File: src/rtl/page_flip_controller_pkg.sv
// Shared types and constants for the page-flip controller.
// Default widths match the controller's default parameters.
package page_flip_pkg;

   localparam int unsigned DEFAULT_LAYER_COUNT    = 4;
   localparam int unsigned DEFAULT_INTERVAL_WIDTH = 4;

   localparam logic [DEFAULT_INTERVAL_WIDTH-1:0] FRAMES_SAT = '1;

   typedef enum logic [1:0] {
      IDLE,
      WAIT,
      COMMIT
   } state_t;

   typedef logic [DEFAULT_LAYER_COUNT-1:0] layer_mask_t;

endpackage

File: src/rtl/page_flip_controller_if.sv
// Requester/scanout-facing signal bundle of the page-flip controller.
// The master drives timing and requests; the slave is the controller.
interface page_flip_controller_if #(
   parameter int unsigned LAYER_COUNT    = 4,
   parameter int unsigned INTERVAL_WIDTH = 4
);

   logic                      vblank;
   logic [INTERVAL_WIDTH-1:0] interval;
   logic [LAYER_COUNT-1:0]    flip_request;
   logic [LAYER_COUNT-1:0]    flip_ready;
   logic [LAYER_COUNT-1:0]    pending;
   logic [LAYER_COUNT-1:0]    front_select;
   logic [LAYER_COUNT-1:0]    flip_done;
   logic [INTERVAL_WIDTH-1:0] frames_since_flip;

   modport master (
      output vblank,
      output interval,
      output flip_request,
      input  flip_ready,
      input  pending,
      input  front_select,
      input  flip_done,
      input  frames_since_flip
   );

   modport slave (
      input  vblank,
      input  interval,
      input  flip_request,
      output flip_ready,
      output pending,
      output front_select,
      output flip_done,
      output frames_since_flip
   );

endinterface

File: src/rtl/rising_edge_detect.sv
// Registered 1-bit rising-edge detector: rise_o is high for the first
// cycle in which d_i is seen high after being low.
module rising_edge_detect (
   input  logic clk_i,
   input  logic rst_ni,
   input  logic d_i,
   output logic rise_o
);

   logic d_q;

   always_ff @(posedge clk_i or negedge rst_ni) begin
      if (!rst_ni) begin
         d_q <= 1'b0;
      end else begin
         d_q <= d_i;
      end
   end

   assign rise_o = d_i & ~d_q;

endmodule

File: src/rtl/page_flip_controller.sv
// Collects per-layer flip requests and commits all pending flips together
// on a vblank rising edge once the programmed swap interval has elapsed.
module page_flip_controller
   import page_flip_pkg::*;
#(
   parameter int unsigned           LAYER_COUNT    = 4,
   parameter int unsigned           INTERVAL_WIDTH = 4,
   parameter logic [LAYER_COUNT-1:0] RESET_SELECT  = '0
) (
   input logic                   clock,
   input logic                   reset_n,
   page_flip_controller_if.slave bus
);

   state_t                    state_q;
   logic [LAYER_COUNT-1:0]    pending_q;
   logic [LAYER_COUNT-1:0]    front_q;
   logic [LAYER_COUNT-1:0]    done_q;
   logic [LAYER_COUNT-1:0]    mask_q;
   logic [INTERVAL_WIDTH-1:0] frames_q;

   logic                      vblank_rise;
   logic [LAYER_COUNT-1:0]    ready;
   logic [LAYER_COUNT-1:0]    accept;
   logic [INTERVAL_WIDTH-1:0] frames_inc;
   logic [INTERVAL_WIDTH:0]   frames_plus1;
   logic [INTERVAL_WIDTH:0]   interval_eff;
   logic                      interval_met;

   rising_edge_detect u_vblank_edge (
      .clk_i  (clock),
      .rst_ni (reset_n),
      .d_i    (bus.vblank),
      .rise_o (vblank_rise)
   );

   always_comb begin
      ready  = ~pending_q & {LAYER_COUNT{state_q != COMMIT}};
      accept = bus.flip_request & ready;

      frames_inc = (frames_q == '1) ? frames_q : frames_q + 1'b1;

      // One extra bit so a saturated counter still compares as "long enough".
      frames_plus1 = {1'b0, frames_q} + {{INTERVAL_WIDTH{1'b0}}, 1'b1};
      interval_eff = (bus.interval == '0) ? {{INTERVAL_WIDTH{1'b0}}, 1'b1}
                                          : {1'b0, bus.interval};
      interval_met = frames_plus1 >= interval_eff;
   end

   always_ff @(posedge clock or negedge reset_n) begin
      if (!reset_n) begin
         state_q   <= IDLE;
         pending_q <= '0;
         front_q   <= RESET_SELECT;
         done_q    <= '0;
         mask_q    <= '0;
         frames_q  <= '1;
      end else begin
         done_q <= '0;
         unique case (state_q)
            IDLE: begin
               pending_q <= pending_q | accept;
               if (vblank_rise) frames_q <= frames_inc;
               if (|accept) state_q <= WAIT;
            end
            WAIT: begin
               pending_q <= pending_q | accept;
               if (vblank_rise) begin
                  frames_q <= frames_inc;
                  // Same-cycle requests land in pending_q but not in the mask.
                  if (interval_met) begin
                     mask_q  <= pending_q;
                     state_q <= COMMIT;
                  end
               end
            end
            COMMIT: begin
               front_q   <= front_q ^ mask_q;
               pending_q <= pending_q & ~mask_q;
               done_q    <= mask_q;
               frames_q  <= '0;
               state_q   <= (|(pending_q & ~mask_q)) ? WAIT : IDLE;
            end
            default: state_q <= IDLE;
         endcase
      end
   end

   assign bus.flip_ready        = ready;
   assign bus.pending           = pending_q;
   assign bus.front_select      = front_q;
   assign bus.flip_done         = done_q;
   assign bus.frames_since_flip = frames_q;

endmodule

File: src/flat_wrapper.sv
// flat-port wrapper written by rule: the top's interface ports become plain ports
module page_flip_controller_flat import page_flip_pkg::*;
#(
   parameter int unsigned           LAYER_COUNT    = 4,
   parameter int unsigned           INTERVAL_WIDTH = 4,
   parameter logic [LAYER_COUNT-1:0] RESET_SELECT  = '0
)
  (clock, reset_n, bus_vblank, bus_interval, bus_flip_request, bus_flip_ready, bus_pending, bus_front_select, bus_flip_done, bus_frames_since_flip);
  page_flip_controller_if #(.LAYER_COUNT(LAYER_COUNT), .INTERVAL_WIDTH(INTERVAL_WIDTH)) bus_i ();
  input logic clock;
  input logic reset_n;
  input wire logic [$bits(bus_i.vblank)-1:0] bus_vblank;
  input wire logic [$bits(bus_i.interval)-1:0] bus_interval;
  input wire logic [$bits(bus_i.flip_request)-1:0] bus_flip_request;
  output wire logic [$bits(bus_i.flip_ready)-1:0] bus_flip_ready;
  output wire logic [$bits(bus_i.pending)-1:0] bus_pending;
  output wire logic [$bits(bus_i.front_select)-1:0] bus_front_select;
  output wire logic [$bits(bus_i.flip_done)-1:0] bus_flip_done;
  output wire logic [$bits(bus_i.frames_since_flip)-1:0] bus_frames_since_flip;
  assign bus_i.vblank = bus_vblank;
  assign bus_i.interval = bus_interval;
  assign bus_i.flip_request = bus_flip_request;
  assign bus_flip_ready = bus_i.flip_ready;
  assign bus_pending = bus_i.pending;
  assign bus_front_select = bus_i.front_select;
  assign bus_flip_done = bus_i.flip_done;
  assign bus_frames_since_flip = bus_i.frames_since_flip;
  page_flip_controller #(.LAYER_COUNT(LAYER_COUNT), .INTERVAL_WIDTH(INTERVAL_WIDTH), .RESET_SELECT(RESET_SELECT)) u_core (.clock(clock), .reset_n(reset_n), .bus(bus_i));
endmodule
File: config.mk
export PLATFORM = sky130hd
export DESIGN_NAME = page_flip_controller_flat
export DESIGN_NICKNAME = d
export VERILOG_FILES = /design/src/rtl/page_flip_controller_pkg.sv /design/src/rtl/page_flip_controller_if.sv /design/src/rtl/rising_edge_detect.sv /design/src/rtl/page_flip_controller.sv /design/src/flat_wrapper.sv
export SDC_FILE = /design/constraint.sdc
export NUM_CORES = 1
export LEC_CHECK = 0
export ABC_AREA = 1
export BUFFER_PORTS_ARGS = -buffer_cell sky130_fd_sc_hd__buf_2
export CORE_MARGIN = 2
export CORE_UTILIZATION = 50
export CTS_CLUSTER_DIAMETER = 30
export DETAILED_ROUTE_END_ITERATION = 6
export PLACE_DENSITY = 0.85
export SLEW_MARGIN = 15
export SYNTH_ARGS = -nofsm -noshare
export SYNTH_HDL_FRONTEND = slang
export SYNTH_HIERARCHICAL = 1
export SYNTH_SLANG_ARGS = --single-unit
File: constraint.sdc
create_clock -name clock -period 4.1 [get_ports clock]
set_clock_uncertainty 0.1 [all_clocks]
set_input_delay 0.41 -clock clock [delete_from_list [all_inputs] [get_ports clock]]
set_output_delay 0.41 -clock clock [all_outputs]
set_load 0.02 [all_outputs]
# Word level (Yosys, flattened, before mapping)
# Index checks and enable logic that the tools add are counted.
# classes
add_sub_neg,2
magnitude_cmp,1
n_bitwise,9
mux,11
reduce_logical,9
n_eq_ne,9
# op_table
operator,count
$mux W4,4
$pmux W4 S2,2
$and A4 B4 Y4,3
$reduce_and A3 Y1,3
$not A4 Y4,2
$reduce_or A4 Y1,2
$mux W2,3
$ne A2 B1 Y1 const B,3
$ne A2 B2 Y1 const B,3
$pmux W2 S3,1
$add A4 B1 Y5 const B,1
$ge A5 B5 Y1,1
$add A4 B1 Y4 const B,1
$eq A4 B4 Y1 const B,1
$logic_not A4 Y1,1
$or A4 B4 Y4,1
$xor A4 B4 Y4,1
$eq A2 B1 Y1 const B,1
$eq A2 B2 Y1 const B,1
$logic_not A2 Y1,1
$reduce_bool A2 Y1,1
$reduce_or A2 Y1,1
$and A1 B1 Y1,1
$mux W1,1
$not A1 Y1,1
# totals
register_bits,23

# Logic depth before layout (Yosys ltp)
# logic_depth
ltp_word,6
mapped_depth,12
mapped_depth_nobuf,12

# Modules after synthesis
# The synthesis kept the hierarchy.
# by_module_without_submodules
module,n_inst,area_each_um2,cells_each
page_flip_controller,1,1154.9,124
rising_edge_detect,1,35.0,3

# Worst setup path before layout
# Ideal clock, no wire load.
# synth_timing
path_type,reg-to-reg
startpoint,"reg u_core.frames_q[0], in the netlist u_core/bus.frames_since_flip[0]"
endpoint,reg u_core.mask_q[0]
t_arrival_ns,1.748
path_buffers,0
path_slack_ns,2.175
stages_incl_launch_ff,13
synth_period_minus_slack_ns,1.925
path_cell_list,dfstp_2 -> ha_1 -> xor2_1 -> ha_1 -> nand2_1 -> inv_1 -> nand2_1 -> nand2_1 -> nand2_1 -> nand2_2 -> nand3_4 -> nand2_1 -> o21ai_1
# synth_via
elab_chain_cells,3
# synth_lines
item,line_no,rtl
"start, declared",page_flip_controller.sv:20,logic [INTERVAL_WIDTH-1:0] frames_q;
"start signal, assigned",page_flip_controller.sv:63,if (vblank_rise) frames_q <= frames_inc;
"start signal, assigned",page_flip_controller.sv:69,frames_q <= frames_inc;
$add A4 B1 Y5,page_flip_controller.sv:44,"frames_plus1 = {1'b0, frames_q} + {{INTERVAL_WIDTH{1'b0}}, 1'b1};"
$ge A5 B5 Y1,page_flip_controller.sv:47,interval_met = frames_plus1 >= interval_eff;
$reduce_and A3 Y1 (no source line),--,
"end signal, assigned",page_flip_controller.sv:72,mask_q <= pending_q;
"end, declared",page_flip_controller.sv:19,logic [LAYER_COUNT-1:0] mask_q;
# No other way between the ends.
# A chain may end at the register's enable or synchronous reset.

# Worst setup path after layout
# layout_timing
startpoint,"reg u_core.frames_q[0], in the netlist u_core/bus.frames_since_flip[0]"
endpoint,reg u_core.mask_q[2]
# The elaborated chain is that of the path after synthesis.

==> metrics.md <==
| Metric | Value |
|---|---|
| Rel. slew slack | 0.672 |
| PwrDens | 547 nW/um2 |
| Fin worst setup slack | slightly above 2 ns |
| Core area | approximately 2200 um2 |
| Initial antenna violation count | 0 |
| Post-synthesis sequential area ratio | 0.488 |
| Synth top area share | 0.400 |
| Unrepaired setup endpoints after global routing | false |
| Final TNS setup | 0 ns |
| Main combinational cell family by area after synthesis | simple AND/OR/NAND/NOR gates |
| Synth Area in XOR/XNOR | 0.0442 |
| Post-CTS setup buffers | 0 |
| Nets | approximately 180 |
| Mapped cell area | 1190 um2 |
| Dpl ws | between 2 and 2.5 ns |
| Critical path class | register to register |
| Least-Margin Pin Slew | between 0.4 and 0.5 ns |
| Final setup fails | 0 |
| Routed Antenna Nets | 0 |
| Crit end category | register |
| Ranking of synthesized cells by area | dfrtp_1 40%, dfstp_2 8.8%, nand2_1 7.6% |
| Post-Syn Instances | 127 |
| Drt first pass iters | 4 |
| Initial core utilization | 0.533 |
| Pin count of the biggest net entering global routing | 24 |
| Final slew viol count | 0 |
| Post-synth EDFFs | 0 |
| Total number of placement rows | 17 |
| 1st-iter DRT viols | 14 |
| Final wirelength | 2280 um |
| Area after DPL | ~1400 um2 |
| Arr. time, crit path | between 2 and 2.5 ns |
| WP data required | about 4.2 ns |
| N_diodes | 0 |
| Number of global-route vias before repair | between 900 and 1,000 |
| Worst hold margin | about 0.12 ns |
| Fin util | 0.623 |
| Final period util | 0.506 |
| CP max FO | 9 |
| Max-cap violations | 0 |
| Most common cell in the netlist | nand2_1 |
| Post-Synth Adder-Cell Area | 0.0526 |
| Predominant post-synthesis flop cell | dfrtp_1 |
| Syn Nets | roughly 140 |
| GRT overflow | 0 |
| Combinational Power Share | 0.423 |
| Syn Area/Cell | around 9.4 um2 |
| Yosys cell types | 24 |
| Die W | 52.8 um |
| Peak Freq | 482 MHz |
| Clock Tree Buf Depth | 2 |
| DP HPWL | 1800 um |
| FF+latch count, synth | 23 |
| Yosys warns | 6 |
| Die area | roughly 2800 um2 |
| Sequential fraction of design power | 0.444 |
| VDD IR max | between 0.4 and 0.5 mV |
| Clk network pwr share | 0.133 |
| Die height | about 53 um |
| Final Critical Period | slightly above 2 ns |
| Fin area | between 1000 and 1500 um2 |
| LEAKAGE | about 0.84 nW |
| Status | finished clean |
| Mux cell area share after synthesis | 0 |
| Most frequent cells after synthesis | 24 x nand2_1, 21 x inv_1, 19 x dfrtp_1 |
| Fraction of layout cells with a size suffix above 1 | 0.329 |
| Post-synth ARST share | 1.00 |
| Worst skew pair latency | ~0.3 ns |
| Via Count | about 930 |
| Complex-gate fraction of the synthesized area | 0.0831 |
| # DRC | 0 |
| Post-synthesis simple-gate area fraction | 0.240 |
| Net Sw Frac | 0.416 |
| Root Buffer | clkbuf_4 |
| Via density | around 5 |
| CTS H-tree depth | 1 |
| Cts hold-fix bufs | 1 |
| Final hold viol count | 0 |
| Clk pin slew, worst setup/hold paths | between 0.1 and 0.15 ns |
| Psw | around 0.00032 W |
| I/O Buffers | 30 |
| CTS tree | yes |
| Yosys top cell by area | dfrtp_1 |
| Resized cells post-CTS | 0 |
| Type of the most critical hold path | input pin to register |
| Startpoint types | register |
| # fillers | 191 |
| WL per Instance | about 12 um |
| Clock sink count | 23 |
| Area growth from synthesis to layout | 16.9% |
| # IOs | 31 |
| First-pass GRT wire length | 3950 um |
| Int Power | between 0.0004 and 0.0005 W |
| CTS Buf Count | 3 |
| Routability Congestion | between 0.8 and 0.9 |
| All-Layer GR Usage | 0.192 |
-- cell families after synthesis --
group,Yosys count
simple gates,51
buf+inv,25
flops,23
compound gates,17
xor+xnor,6
fa+ha+maj,5
-- stage by stage --
stage	total power (W)	std cells
finish	0.000761	189
floorplan	0.000577	127
detailed placement	0.000661	184
global route	0.000825	189
global placement	0.000644	184
CTS	0.000765	189
-- worst max-delay path: stages, from the launching register on --
cell and delay [ns]:
dfstp_2 0.60, ha_1 0.20, xor2_1 0.21, ha_1 0.28, nand2_1 0.08, inv_1 0.05, nand2_1 0.05, nand2_1 0.04
nand2_1 0.08, nand2_2 0.07, nand3_4 0.10, nand2_1 0.07, o21ai_1 0.08
-- layout by cell type (no fill, tap or decap) --
cell / count
clkbuf_1: 1
xor2_1: 6
nand2_4: 1
nor2_8: 1
nand3_2: 2
a31oi_2: 1
o21bai_1: 1
nand2_1: 24
nand3_1: 9
nor2_4: 3
dfstp_2: 4
ha_1: 5
clkbuf_4: 3
a21oi_1: 3
buf_2: 30
o21ai_1: 4
o21ai_0: 7
nand3_4: 1
dlygate4sd3_1: 1
inv_2: 3
nor2_1: 6
a31o_2: 1
nor2_2: 2
nand2_2: 1
dfrtp_1: 19
and3_1: 1
inv_1: 21
-- sequential cells by signal, indices dropped and copies added, names as in the netlist --
name / flops
u_core/mask_q: 4
u_core/u_vblank_edge/d_q: 1
u_core/bus.flip_done: 4
u_core/bus.frames_since_flip: 4
u_core/state_q: 2
u_core/bus.pending: 4
u_core/bus.front_select: 4
-- layer usage --
| metal | vias up | track usage | wire (um) |
|---|---|---|---|
| li1 | 466 | - | - |
| met1 | 435 | 0.249 | 994 |
| met2 | 28 | 0.317 | 1140 |
| met3 | 0 | 0.0629 | 147 |
| met4 | 0 | 0.0299 | 0 |
| met5 | - | 0 | 0 |
-- path summary, 6_finish.rpt --
| kind | start | endpoint | slack [ns] | depth (start not counted) |
|---|---|---|---|---|
| min in group asynchronous | reset_n | u_core/bus.flip_done[2] | 0.48 | 2 |
| max | u_core/bus.frames_since_flip[0] | u_core/mask_q[2] | 2.03 | 12 |
| min | bus_vblank | u_core/u_vblank_edge/d_q | 0.12 | 1 |
| max reg2reg | u_core/bus.frames_since_flip[0] | u_core/mask_q[2] | 2.03 | 12 |
| max in group asynchronous | reset_n | u_core/bus.frames_since_flip[0] | 3.06 | 2 |
| min reg2reg | u_core/bus.front_select[2] | u_core/bus.front_select[2] | 0.37 | 1 |
-- layout make-up --
type,instances,area [um2],area share
sequential,23,581,0.417
multi-input combinational,79,499,0.359
timing repair buffer,31,160,0.115
inverter,24,90.1,0.0647
tap,28,35.0,0.0252
clock buffer,4,26.3,0.0189
-- power by group through the flow --
| stage | Combinational (W) | Sequential [W] | Clock (W) |
|---|---|---|---|
| after CTS | 0.000321 | 0.000338 | 0.000106 |
| after detailed placement | 0.000320 | 0.000341 | 0 |
| after floorplan | 0.000209 | 0.000368 | 0 |
| after global placement | 0.000305 | 0.000338 | 0 |
| after global routing | 0.000363 | 0.000347 | 0.000116 |
| final | 0.000321 | 0.000338 | 0.000101 |
(Power assumes the default switching activity.)
